**src/rtl/riscv_inst_encoder.sv**
```systemverilog
// Streaming I/S/J instruction encoder with a 2-entry write queue toward instruction memory.
// Optional RISCV_ENC_RANGE_CHECK_EN: flags immediates that the chosen format cannot represent.
module riscv_inst_encoder #(
  parameter logic [31:0] BASE_ADDR = 32'h0000_0000
) (
  input  logic        clk,
  input  logic        rst,
  input  logic        in_valid,
  output logic        in_ready,
  input  logic [1:0]  in_fmt,
  input  logic [6:0]  in_opcode,
  input  logic [4:0]  in_rd,
  input  logic [4:0]  in_rs1,
  input  logic [4:0]  in_rs2,
  input  logic [2:0]  in_funct3,
  input  logic [31:0] in_imm,
  output logic        wr_en,
  input  logic        wr_ready,
  output logic [31:0] wr_addr,
  output logic [31:0] wr_data,
  input  logic        restart,
  output logic        err,
  input  logic        err_clr
);

  typedef enum logic [1:0] {
    FMT_I   = 2'b00,
    FMT_S   = 2'b01,
    FMT_J   = 2'b10,
    FMT_RSV = 2'b11
  } fmt_e;

  fmt_e        fmt;
  logic [31:0] enc_word;
  logic        range_err;
  logic [31:0] q [2];
  logic [1:0]  count;
  logic        accept;
  logic        push;
  logic        pop;
  logic        err_set;

  assign fmt = fmt_e'(in_fmt);

  always_comb begin
    enc_word = '0;
    case (fmt)
      FMT_I:   enc_word = {in_imm[11:0], in_rs1, in_funct3, in_rd, in_opcode};
      FMT_S:   enc_word = {in_imm[11:5], in_rs2, in_rs1, in_funct3, in_imm[4:0], in_opcode};
      FMT_J:   enc_word = {in_imm[20], in_imm[10:1], in_imm[11], in_imm[19:12], in_rd, in_opcode};
      default: enc_word = '0;
    endcase
  end

`ifdef RISCV_ENC_RANGE_CHECK_EN
  // Representable iff the bits dropped by packing are all copies of the sign bit.
  always_comb begin
    range_err = 1'b0;
    case (fmt)
      FMT_I, FMT_S: range_err = !((&in_imm[31:11]) || !(|in_imm[31:11]));
      FMT_J:        range_err = in_imm[0] || !((&in_imm[31:20]) || !(|in_imm[31:20]));
      default:      range_err = 1'b0;
    endcase
  end
`else
  logic unused_imm;
  assign range_err  = 1'b0;
  assign unused_imm = ^{in_imm[31:21], in_imm[0]};
`endif

  assign wr_en    = (count != 2'd0);
  assign wr_data  = wr_en ? q[0] : '0;
  assign in_ready = (count != 2'd2) && !restart;
  assign accept   = in_valid && in_ready;
  assign push     = accept && (fmt != FMT_RSV);
  assign pop      = wr_en && wr_ready && !restart;
  assign err_set  = accept && ((fmt == FMT_RSV) || range_err);

  // q[0] is always the head; a pop shifts q[1] down so wr_data needs no read mux.
  always_ff @(posedge clk or posedge rst) begin
    if (rst) begin
      count   <= '0;
      wr_addr <= BASE_ADDR;
      q[0]    <= '0;
      q[1]    <= '0;
    end else if (restart) begin
      count   <= '0;
      wr_addr <= BASE_ADDR;
    end else begin
      if (pop) wr_addr <= wr_addr + 32'd4;
      case ({push, pop})
        2'b10: begin
          if (count == 2'd0) q[0] <= enc_word;
          else               q[1] <= enc_word;
          count <= count + 2'd1;
        end
        2'b01: begin
          q[0]  <= q[1];
          count <= count - 2'd1;
        end
        2'b11:   q[0] <= enc_word;
        default: ;
      endcase
    end
  end

  always_ff @(posedge clk or posedge rst) begin
    if (rst)          err <= 1'b0;
    else if (err_set) err <= 1'b1;
    else if (err_clr) err <= 1'b0;
  end

endmodule

```
**config.mk**
```make
export PLATFORM = sky130hd
export DESIGN_NAME = riscv_inst_encoder
export DESIGN_NICKNAME = d
export VERILOG_FILES = /design/src/rtl/riscv_inst_encoder.sv
export SDC_FILE = /design/constraint.sdc
export NUM_CORES = 1
export LEC_CHECK = 0
export BUFFER_PORTS_ARGS = -buffer_cell sky130_fd_sc_hd__buf_4
export CAP_MARGIN = 20
export CORE_ASPECT_RATIO = 1.2
export CORE_MARGIN = 2
export CORE_UTILIZATION = 48
export CTS_CLUSTER_DIAMETER = 100
export DETAILED_ROUTE_END_ITERATION = 8
export PLACE_DENSITY = 0.75
export SLEW_MARGIN = 40
export SYNTH_ARGS = -nofsm -noshare
export SYNTH_HDL_FRONTEND = slang
export SYNTH_SLANG_ARGS = --single-unit
```
**constraint.sdc**
```tcl
create_clock -name clk -period 3.43 [get_ports clk]
set_clock_uncertainty 0.2 [all_clocks]
set_input_delay 0.686 -clock clk [delete_from_list [all_inputs] [get_ports clk]]
set_output_delay 0.686 -clock clk [all_outputs]
set_load 0.05 [all_outputs]
```
Word level (Yosys, flattened, before mapping)
Cells that the tools add are included.

word-level totals
  word-level logic and storage cells = 45
  register bits = 99
  bits of input ports = 65
  output and inout bits = 67

operators by class
  reductions and logical operators = 16
  multiplexer cells = 10
  add/subtract/negate cells = 3
  eq/ne operators = 9
  bitwise logic cells = 2

operators with widths
  operator                                          number
  one-hot mux 32 bit (3 select lines)               2
  two-way mux 32 bit                                4
  adder 32 x 3 -> 32 bit, second input constant     1
  == test 2 bit, second input constant              4
  logical AND 1 bit                                 6
  inequality test 2 bit, second input constant      3
  AND reduction 3 bit                               2
  nonzero test 2 bit                                3
  nonzero test 3 bit                                2
  == test 2 x 1 -> 1 bit, second input constant     2
  zero test 2 bit                                   2
  one-hot mux 2 bit (2 select lines)                1
  adder 2 x 1 -> 2 bit, second input constant       1
  two-way mux 1 bit                                 2
  two-way mux 2 bit                                 1
  inverter 1 bit                                    2
  subtractor 2 x 1 -> 2 bit, second input constant  1
  zero test 1 bit                                   1

Logic depth before layout (Yosys ltp)
Gate-level depths: netlist of the first run.

  word-level depth = 7
  mapped depth = 8
  depth with buffers taken out = 5

Worst setup path before layout of the first run
Ideal clock, no wire load.

  path kind = reg2reg
  start = reg wr_addr[2]
  end = reg wr_addr[26]
  setup slack = 1.068 ns
  library setup time = 0.128 ns
  buffers on the path = 1
  arrival time = 2.035 ns
  cell stages (with the launch flop) = 7
  period minus slack after synthesis = 2.362 ns
  required time = 3.102 ns
  cell sequence = dfrtp_1 ha_1 and3_2 nand4_4 buf_6 nor4_1 mux2_1

between the ends
  cells in the longest elaborated chain, start to end = 3

RTL lines
  what                    RTL line  RTL
  start, declared         19        output logic [31:0] wr_addr,
  start signal, assigned  90        if (pop) wr_addr <= wr_addr + 32'd4;
  adder 32 x 3 -> 32 bit  90
  two-way mux 32 bit      90
  two-way mux 32 bit      86        end else if (restart) begin

Every way passes these cells. The select of a mux whose other input is x is not followed.
A chain may end at the register's enable or synchronous reset.

Worst setup path after layout of the first run
  start = reg count[1]
  end = out wr_data[27]

between the ends
  cells in the longest elaborated chain, start to end = 2

RTL lines
  what                    RTL line  RTL
  start, declared         37        logic [1:0] count;
  start signal, assigned  95        count <= count + 2'd1;
  start signal, assigned  99        count <= count - 2'd1;
  nonzero test 2 bit      71        assign wr_en = (count != 2'd0);
  two-way mux 32 bit      72        assign wr_data = wr_en ? q[0] : '0;
  end, declared           20        output logic [31:0] wr_data,

Every way passes these cells.

==> results of run 1 <==
## critical path, cell delays in order (launching register included)
cell and delay (ns):
sky130_fd_sc_hd__dfrtp_1 0.51, sky130_fd_sc_hd__nor2_2 0.15, sky130_fd_sc_hd__buf_4 0.36, sky130_fd_sc_hd__nor2b_1 0.13, sky130_fd_sc_hd__buf_4 0.21
## kinds of logic (layout without fill, tap and decap cells)
kind of cell    count (synthesis)  in the layout  synth area share
simple gates                  163            163             0.174
flops                          97             97             0.463
mux                            87             87             0.179
compound gates                 75             75            0.0974
buf+inv                        68            174            0.0666
xor+xnor                       10             10            0.0167
fa+ha+maj                       1              1           0.00239
other cells                     1              2          0.000716
## metrics by stage
| step | setup slack, ns | total power [uW] | hold slack (ns) |
|---|---|---|---|
| 6_report | 0.844 | 3300 | 0.172 |
| 4_1_cts | 0.816 | 3330 | 0.187 |
| 3_3_place_gp | 0.881 | 2140 | 0.264 |
| 5_1_grt | 0.752 | 3450 | 0.207 |
| 2_1_floorplan | 0.0103 | 1960 | 0.250 |
| 3_5_place_dp | 0.867 | 2170 | 0.271 |
## layer usage
metal | GRT usage | up-vias | wire length (um)
met4 | 0.0676 | 0 | 204
met1 | 0.257 | 1986 | 5000
met3 | 0.0408 | 19 | 599
li1 | - | 1954 | -
met2 | 0.351 | 99 | 5920
met5 | 0 | - | 0
## how the worst max path moves through the flow
stage                     startpoint          end  slack, ns  cells past startpoint
after floorplan                  rst     count[0]       0.01                      1
after global placement       restart        q[40]       0.88                      5
after detailed placement     restart        q[44]       0.87                      5
after CTS                   count[1]  wr_data[31]       0.82                      4
after global routing        count[1]   wr_data[0]       0.75                      4
final                       count[1]  wr_data[27]       0.84                      4
## cell usage in the layout, fill, tap and decap left out, types with 3 or more instances in the layout
| master | instances |
|---|---|
| sky130_fd_sc_hd__buf_4 | 121 |
| sky130_fd_sc_hd__dfrtp_1 | 97 |
| sky130_fd_sc_hd__nand2_1 | 46 |
| sky130_fd_sc_hd__mux2i_1 | 43 |
| sky130_fd_sc_hd__mux2_2 | 38 |
| sky130_fd_sc_hd__inv_1 | 32 |
| sky130_fd_sc_hd__nor2b_1 | 32 |
| sky130_fd_sc_hd__nor2_1 | 28 |
| sky130_fd_sc_hd__o21ai_0 | 23 |
| sky130_fd_sc_hd__a21oi_1 | 15 |
| sky130_fd_sc_hd__a22o_1 | 11 |
| sky130_fd_sc_hd__clkbuf_16 | 9 |
| sky130_fd_sc_hd__nand4_1 | 8 |
| sky130_fd_sc_hd__o31ai_1 | 8 |
| sky130_fd_sc_hd__or4_1 | 8 |
| sky130_fd_sc_hd__nor4_1 | 7 |
| sky130_fd_sc_hd__a22oi_1 | 7 |
| sky130_fd_sc_hd__nand3_1 | 6 |
| sky130_fd_sc_hd__xnor2_1 | 5 |
| sky130_fd_sc_hd__xor2_1 | 5 |
| sky130_fd_sc_hd__and4_1 | 5 |
| sky130_fd_sc_hd__or3_1 | 4 |
| sky130_fd_sc_hd__mux2_1 | 3 |
| sky130_fd_sc_hd__mux2_4 | 3 |
| sky130_fd_sc_hd__bufinv_16 | 3 |
## power by group through the flow
| stage | sequential, uW | combinational [uW] | clock, uW |
|---|---|---|---|
| final | 1430 | 717 | 1150 |
| after global routing | 1450 | 780 | 1220 |
| after detailed placement | 1450 | 722 | 0 |
| after floorplan | 1430 | 533 | 0 |
| after CTS | 1430 | 726 | 1170 |
| after global placement | 1440 | 702 | 0 |
## flip-flops by register name, summed over array words and instances, names as in the netlist
signal	count
err	1
q	64
count	2
wr_addr	30
## cell type report
| class | instances | area [um2] |
|---|---|---|
| fillers | 876 | 4080 |
| multi-input cells | 338 | 2470 |
| flip-flops and latches | 97 | 2430 |
| repair buffers | 123 | 948 |
| clock buffers | 10 | 229 |
| well taps | 129 | 161 |
| inverters | 35 | 134 |
| clock inverters | 6 | 115 |
==> reports/qor.txt, run 1 <==
===============================================================================================
Clock sink total                                                                             97
Final setup violation count                                                                   0
Final routed wire length divided by cell count                                          15.9 um
Clock root cell                                                                    sky130_fd_sc_hd__clkbuf_16
Die outline area                                                                      11800 um2
Synth area leaders                                                                 sky130_fd_sc_hd__dfrtp_1 (46%), sky130_fd_sc_hd__mux2i_1 (8.2%), sky130_fd_sc_hd__mux2_2 (8.2%), sky130_fd_sc_hd__nor2b_1 (3.8%), sky130_fd_sc_hd__nand2_1 (3.3%)
Post-detailed-routing wire length                                                      11700 um
Total of warnings raised by yosys                                                             0
Clock period minus final worst setup slack                                              2.59 ns
Setup TNS after final layout                                                               0 ns
NumNets Final                                                                               670
Result of the run                                                                  finished clean
Number of maximum-capacitance violations                                                      0
GRT Resource Usage Total                                                                  0.204
DRT Pass-1 Iters                                                                              5
Final core utilization                                                                    0.614
# DRC                                                                                         0
Number of global-route vias before repair                                                  4055
Sw Share                                                                                  0.285
Top cell types by occurrence after synthesis                                       sky130_fd_sc_hd__dfrtp_1 (97), sky130_fd_sc_hd__nand2_1 (46), sky130_fd_sc_hd__mux2i_1 (43)
Highest attainable clock frequency                                                    0.387 GHz
Clock buffer count from CTS                                                                   9
Non-filler cells, final                                                                     738
Number of enable flip-flop cells after synthesis                                              0
Count of cell types in the netlist                                                           56
Cells on worst reg2reg path                                                                   5
Maximum number of buffers from clock root to sink                                             2
Type of the tightest min-delay check                                                in -> async
Reg-to-reg slack, setup                                                                 1.14 ns
Layout Area Growth over Synthesis                                                         23.9%
Initial antenna violation count                                                               0
Number of instances in the synthesized netlist                                              502
Share of the synthesized area in the top cell type                                        0.463
Finished Cell Area                                                                     6490 um2
Ratio of final minimum period to clock period                                             0.754
Post-CTS Resized                                                                              0
Power density over the cells                                                         508 nW/um2
First-pass GRT wire length                                                             19500 um
Transition time at the pin with the least slew margin                                  0.697 ns
Seq cells post-synth                                                                         97
Total of hold buffers inserted after clock tree synthesis                                     0
Data arrival time at the worst-slack endpoint                                           1.70 ns
Fraction of layout cells with a size suffix above 1                                       0.319
Endpoint class of the critical path                                                  output pin
Slew Viols, Final                                                                             0
Library cell with the highest instance count after synthesis                       sky130_fd_sc_hd__dfrtp_1
Hold violation count in the final report                                                      0
RSZ-0062 raised after global routing                                                         no
I/O pin cnt                                                                                 132
Clock latency at the later pin of the worst-skew pair                                   0.34 ns
H-tree depth reported by CTS                                                                  3
Critical Path RT                                                                        2.54 ns
R2R Path End                                                                              q[44]
Critical path class                                                                  reg -> out
Max-Slew Margin vs Limit                                                                  0.534
TritonCTS clock tree                                                                       done
Number of placed cells counting well taps                                                   722
Avg Cell Area, Syn                                                                     10.4 um2
Part of the power in combinational logic                                                  0.217
Num rows                                                                                     41
Register area share after synthesis                                                       0.463
VDD IR-drop max                                                                        0.268 mV
Seq pwr share                                                                             0.433
Fraction of synthesis flops using an asynchronous set or reset pin                         1.00
Biggest area consumer among synthesized cells                                      sky130_fd_sc_hd__dfrtp_1
Maximum number of pins on one net before global-route repair                                 61
Effective utilization at floorplan                                                        0.496
Floorplan core area                                                                   10600 um2
IO buf count                                                                                118
Number of antenna repair diodes                                                               0
Gp weighted congestion                                                                    0.810
Clock input transition at the sequential cells of the worst setup and hold paths        0.07 ns
Half-perimeter wire length after placement                                              8120 um
Switching power of the nets                                                              939 uW
Post-CTS repair timing setup buffer count                                                     0
Combined area of all synthesized cells                                                 5240 um2
Portion of total power attributed to the clock network                                    0.350
Vias per Instance                                                                          5.50
First DRT Iteration DRCs                                                                    149
Startpoint of the lowest-slack register-to-register path                               count[1]
Post-route antenna net violation count                                                        0
Floorplan die height                                                                     118 um
Internal power component                                                                2360 uW
Highest fanout seen on the critical path                                                     33
Critical path launch point type                                                        register
Count of vias placed by the detailed router                                                4058
Most common flop cell mapped by yosys                                              sky130_fd_sc_hd__dfrtp_1
Width of the die                                                                        99.4 um
GRT Residual Overflow                                                                         0
Post-Place Cell Area                                                                   6150 um2
Leak                                                                                 0.00324 uW
===============================================================================================
Note: power is estimated with default switching activity, not from simulation.
==> run 2: changes to the inputs <==
Settings changed: CORE_UTILIZATION 48 to 54, PLACE_DENSITY 0.75 to 0.8.
Clock period 3.43 ns to 2.6 ns, I/O delays scaled along.
==> run 2 against run 1 <==
Against the previous run:
- global-route usage up 2.6 points
- non-clock buffer count grew 4
- clock-buffer cell count unchanged
- wire length rose by 1.5%
- final cell count decreased by 0.41%
- sequential power up 32%
- worst setup slack worse by 0.69 ns
- highest routed layer unchanged
==> reports/qor.txt, run 2 (synthesis results as in run 1) <==
===============================================================================================
Top layer reached by signal wires                                                          met4
Most common cell after layout, fill and taps aside                                 sky130_fd_sc_hd__buf_4
Critical path class                                                                  reg -> out
Final worst hold slack                                                                 0.117 ns
Highest fanout seen on the critical path                                                     33
Clock sink total                                                                             97
Clock latency at the later pin of the worst-skew pair                                   0.34 ns
CP top delay family                                                                buffers and inverters
Layout Area Growth over Synthesis                                                         23.7%
Clock period minus final worst setup slack                                              2.44 ns
Gp weighted congestion                                                                    0.816
Transition time at the pin with the least slew margin                                  0.733 ns
Type of the tightest min-delay check                                                in -> async
Slew Viols, Final                                                                             0
Result of the run                                                                  finished clean
Sw Share                                                                                  0.298
Cells on worst reg2reg path                                                                   5
VDD IR-drop max                                                                        0.354 mV
DRT Pass-1 Iters                                                                              4
Num rows                                                                                     39
Setup TNS after final layout                                                               0 ns
Post-Place Cell Area                                                                   6190 um2
Post-detailed-routing wire length                                                      11900 um
GRT Resource Usage Total                                                                  0.231
Length of routed met2 wiring                                                            6000 um
Floorplan core area                                                                    9470 um2
Stage delay of the slowest cell on the critical path                                    0.51 ns
Slowest stage cell on the critical path                                            sky130_fd_sc_hd__dfrtp_1
Final setup violation count                                                                   0
Finished Cell Area                                                                     6480 um2
Max-Slew Margin vs Limit                                                                  0.510
Number of global-route vias before repair                                                  4052
Part of the power in combinational logic                                                  0.232
Buf+Inv Stages, Crit Path                                                                     2
Half-perimeter wire length after placement                                              8060 um
Non-filler cells, final                                                                     735
Clock root cell                                                                    sky130_fd_sc_hd__clkbuf_16
TritonCTS clock tree                                                                       done
Data arrival time at the worst-slack endpoint                                           1.72 ns
Most flop-heavy register                                                                      q
NumNets Final                                                                               674
Initial antenna violation count                                                               0
First DRT Iteration DRCs                                                                    211
Width of the die                                                                        93.9 um
Die outline area                                                                      10500 um2
Floorplan die height                                                                     112 um
Final core utilization                                                                    0.685
Portion of total power attributed to the clock network                                    0.313
Vias per Instance                                                                          5.61
Count of vias placed by the detailed router                                                4121
Met3 Wirelength                                                                          657 um
Hold violation count in the final report                                                      0
RSZ-0062 raised after global routing                                                         no
Total of hold buffers inserted after clock tree synthesis                                     0
Critical Path RT                                                                        1.88 ns
Post-CTS Resized                                                                              0
Highest attainable clock frequency                                                    0.409 GHz
Post-route antenna net violation count                                                        0
First-pass GRT wire length                                                             19400 um
Post-CTS repair timing setup buffer count                                                     0
WL met1                                                                                 5050 um
Leading registers by flop count                                                    q x64, wr_addr x30, count x2
I/O pin cnt                                                                                 132
Clock input transition at the sequential cells of the worst setup and hold paths        0.06 ns
Cell-by-cell listing of the critical path                                          nor2_2 -> buf_4 -> nor2b_1 -> buf_4
Fraction of layout cells with a size suffix above 1                                       0.322
Endpoint class of the critical path                                                  output pin
H-tree depth reported by CTS                                                                  3
# fillers                                                                                   756
Internal power component                                                                2920 uW
# DRC                                                                                         0
Clock buffer count from CTS                                                                   9
Top library cells by usage in the layout, fill and taps aside                      sky130_fd_sc_hd__buf_4 (123), sky130_fd_sc_hd__dfrtp_1 (97), sky130_fd_sc_hd__nand2_1 (46)
Most numerous cell on the critical path                                            sky130_fd_sc_hd__buf_4
Number of placed cells counting well taps                                                   720
GRT Residual Overflow                                                                         0
Number of antenna repair diodes                                                               0
Power density over the cells                                                         641 nW/um2
Number of maximum-capacitance violations                                                      0
Maximum number of pins on one net before global-route repair                                 98
Critical path launch point type                                                        register
Max FFs per register                                                                         64
Seq pwr share                                                                             0.455
Leak                                                                                 0.00324 uW
IO buf count                                                                                118
Effective utilization at floorplan                                                        0.553
Depth of the critical timing path with buffers and inverters included                         4
Maximum number of buffers from clock root to sink                                             2
Final routed wire length divided by cell count                                          16.2 um
Switching power of the nets                                                             1240 uW
Ratio of final minimum period to clock period                                             0.939
===============================================================================================
==> run 2: worst min-delay path, stage by stage <==
cell	delay (ns)
sky130_fd_sc_hd__buf_4	0.12
sky130_fd_sc_hd__clkinvlp_4	0.07
sky130_fd_sc_hd__buf_12	0.39
==> run 2: worst paths after layout <==
kind	start	to	slack [ns]
max	count[0]	wr_data[7]	0.16
min	rst	q[61]	0.12
max reg2reg	count[1]	q[43]	0.39
min reg2reg	q[10]	q[10]	0.28
max in group asynchronous	rst	q[22]	1.68
min in group clk	restart	count[1]	0.21
==> run 2: per-stage QoR <==
stage / setup slack [ns] / power, uW
finish: 0.158 / 4150
global route: 0.0724 / 4350
detailed placement: 0.323 / 2880
global placement: 0.362 / 2830
floorplan: 0.238 / 2580
CTS: 0.135 / 4180
==> run 2: area by class of cell <==
| class | count | area (um2) | area share |
|---|---|---|---|
| clock buffers | 10 | 229 | 0.0353 |
| clock inverters | 5 | 56.3 | 0.00869 |
| inverters | 35 | 135 | 0.0209 |
| multi-input cells | 338 | 2470 | 0.382 |
| flip-flops and latches | 97 | 2430 | 0.375 |
| well taps | 123 | 154 | 0.0237 |
| repair buffers | 127 | 1000 | 0.155 |
==> run 2: routing by layer <==
layer | global-route usage | vias to the layer above
met3 | 0.0447 | 16
met2 | 0.389 | 125
met1 | 0.296 | 2032
met4 | 0.0792 | 0
met5 | 0 | -
li1 | - | 1948
==> run 2: power groups by stage <==
stage	Sequential (uW)	Clock, uW	Combinational, uW
floorplan	1880	0	703
global placement	1890	0	934
detailed placement	1910	0	964
CTS	1890	1320	974
global route	1920	1390	1040
finish	1890	1300	963
==> run 3: changes to the inputs <==
Settings changed: ABC_AREA set to 1.
==> run 3 against run 2 <==
Against the previous run:
- utilization rose by 0.88 points
- final cell count is 37% higher
- largest power group unchanged
- sequential cell count unchanged
- worst setup slack improved by 0.095 ns
- via count grew 26%
- critical path type unchanged
==> reports/qor.txt, run 3 <==
===============================================================================================
Register area share after synthesis                                                       0.451
Clock input transition at the sequential cells of the worst setup and hold paths        0.07 ns
Post-CTS Resized                                                                              0
Result of the run                                                                  finished clean
Number of placed cells counting well taps                                                   989
Seq cells post-synth                                                                         97
Top cell types by occurrence after synthesis                                       sky130_fd_sc_hd__nand2_1 (209), sky130_fd_sc_hd__inv_1 (130), sky130_fd_sc_hd__nor2_1 (104)
Critical Path RT                                                                        1.88 ns
Fraction of synthesis flops using an asynchronous set or reset pin                         1.00
Leading registers by flop count                                                    q x64, wr_addr x30, count x2
Clock buffer count from CTS                                                                   9
Number of global-route vias before repair                                                  4763
Max FFs per register                                                                         64
Width of the die                                                                        95.1 um
Highest fanout seen on the critical path                                                     21
Count of cell types in the netlist                                                           38
First-pass GRT wire length                                                             21700 um
Ratio of final minimum period to clock period                                             0.903
# DRC                                                                                         0
Post-detailed-routing wire length                                                      13200 um
Number of antenna repair diodes                                                               0
Clock period minus final worst setup slack                                              2.35 ns
Highest attainable clock frequency                                                    0.426 GHz
Critical path class                                                                  reg -> out
I/O pin cnt                                                                                 132
Slew Viols, Final                                                                             0
Library cell with the highest instance count after synthesis                       sky130_fd_sc_hd__nand2_1
H-tree depth reported by CTS                                                                  3
GRT Resource Usage Total                                                                  0.251
Clock root cell                                                                    sky130_fd_sc_hd__clkbuf_16
Minimum setup slack after placement                                                    0.532 ns
Transition time at the pin with the least slew margin                                  0.607 ns
Post-CTS repair timing setup buffer count                                                     0
Endpoint class of the critical path                                                  output pin
Total of warnings raised by yosys                                                             0
Total of hold buffers inserted after clock tree synthesis                                     0
Setup TNS after final layout                                                               0 ns
Avg Cell Area, Syn                                                                     7.00 um2
Count of vias placed by the detailed router                                                5182
Effective utilization at floorplan                                                        0.559
Num rows                                                                                     39
Clock sink total                                                                             97
Most common cell after layout, fill and taps aside                                 sky130_fd_sc_hd__nand2_1
Finished Cell Area                                                                     6670 um2
Post-Place Cell Area                                                                   6390 um2
Maximum number of buffers from clock root to sink                                             2
Gp weighted congestion                                                                    0.854
Number of maximum-capacitance violations                                                      0
Power density over the cells                                                         822 nW/um2
Layout Area Growth over Synthesis                                                         23.9%
Clock latency at the later pin of the worst-skew pair                                   0.34 ns
GRT Residual Overflow                                                                         0
Max-Slew Margin vs Limit                                                                  0.595
Vias per Instance                                                                          5.16
Biggest area consumer among synthesized cells                                      sky130_fd_sc_hd__dfrtp_1
Number of enable flip-flop cells after synthesis                                              0
Combined area of all synthesized cells                                                 5380 um2
Number of instances in the synthesized netlist                                              768
Die outline area                                                                      10800 um2
Data arrival time at the worst-slack endpoint                                           1.63 ns
Post-route antenna net violation count                                                        0
VDD IR-drop max                                                                        0.380 mV
Final routed wire length divided by cell count                                          13.1 um
Share of the synthesized area in the top cell type                                        0.451
DRT Pass-1 Iters                                                                              5
Final setup violation count                                                                   0
NumNets Final                                                                               943
Most common flop cell mapped by yosys                                              sky130_fd_sc_hd__dfrtp_1
Worst Setup Slack, final                                                               0.253 ns
Floorplan die height                                                                     113 um
Critical path launch point type                                                        register
TritonCTS clock tree                                                                       done
RSZ-0062 raised after global routing                                                         no
Fraction of layout cells with a size suffix above 1                                       0.177
Maximum number of pins on one net before global-route repair                                 67
Most flop-heavy register                                                                      q
First DRT Iteration DRCs                                                                    293
Non-filler cells, final                                                                    1004
Type of the tightest min-delay check                                                in -> async
Synth area leaders                                                                 sky130_fd_sc_hd__dfrtp_1 (45%), sky130_fd_sc_hd__nand2_1 (15%), sky130_fd_sc_hd__inv_1 (9.1%), sky130_fd_sc_hd__o21ai_0 (9.0%), sky130_fd_sc_hd__nor2_1 (7.3%)
Hold violation count in the final report                                                      0
Initial antenna violation count                                                               0
Floorplan core area                                                                    9610 um2
Leak                                                                                 0.00339 uW
Final core utilization                                                                    0.693
IO buf count                                                                                118
Half-perimeter wire length after placement                                              9150 um
Top library cells by usage in the layout, fill and taps aside                      sky130_fd_sc_hd__nand2_1 (209), sky130_fd_sc_hd__inv_1 (129), sky130_fd_sc_hd__buf_4 (122)
===============================================================================================
-- run 3: changes by cell type after synthesis, moves of 20 or more --
| cell | delta |
|---|---|
| sky130_fd_sc_hd__nand3_1 | +20 |
| sky130_fd_sc_hd__nor2b_1 | -32 |
| sky130_fd_sc_hd__nand2_1 | +163 |
| sky130_fd_sc_hd__mux2i_1 | -43 |
| sky130_fd_sc_hd__inv_1 | +97 |
| sky130_fd_sc_hd__o21ai_0 | +74 |
| sky130_fd_sc_hd__mux2_2 | -38 |
| sky130_fd_sc_hd__nor2_1 | +76 |
-- run 3: layer usage --
metal  vias up  part of all wire  GRT usage
met5         -                 0          0
met4         0             0.014     0.0744
met3        13             0.062     0.0453
met2       170              0.50      0.423
met1      2422              0.43      0.330
li1       2577                 -          -
-- run 3: logic make-up (layout without fill, tap and decap cells) --
| group | count (synthesis) | in the layout | synth area share |
|---|---|---|---|
| buf+inv | 165 | 277 | 0.127 |
| fa+ha+maj | 1 | 1 | 0.00233 |
| other cells | 1 | 2 | 0.000697 |
| flops | 97 | 97 | 0.451 |
| compound gates | 134 | 134 | 0.130 |
| simple gates | 370 | 370 | 0.289 |
-- run 3: worst paths after layout --
path                                from          end  slack, ns  cells after the start
worst max-delay path            count[0]   wr_data[0]       0.25                      4
worst min-delay path                 rst        q[61]       0.06                      2
worst max register to register  count[1]  wr_addr[20]       0.56                      8
worst min register to register     q[46]        q[46]       0.32                      2
max in group asynchronous            rst  wr_addr[22]       1.48                      3
min in group clk                 err_clr          err       0.16                      2
-- run 3: through the flow --
stage / hold slack, ns / power, uW
global route: 0.0987 / 5810
floorplan: 0.283 / 3590
global placement: 0.301 / 4140
detailed placement: 0.304 / 4210
CTS: 0.0749 / 5510
finish: 0.0557 / 5480
-- run 3: where the power goes --
group	internal (uW)	switching, uW	total (uW)
sequential	1970	141	2110
clock	741	552	1290
combinational	623	1450	2070
-- run 3: worst max-delay path, cell delays in order (launching register included) --
cell and delay [ns]:
sky130_fd_sc_hd__dfrtp_1 0.44, sky130_fd_sc_hd__nor2_4 0.35, sky130_fd_sc_hd__buf_12 0.23, sky130_fd_sc_hd__nor2_1 0.08
sky130_fd_sc_hd__buf_4 0.19
-- run 3: area by class of cell --
class	count	area (um2)
clock inverter	3	42.5
fill	802	2950
clock buffer	12	236
multi-input combinational	507	2280
timing repair buffer	127	1020
sequential	97	2430
inverter	135	513
tap	123	154
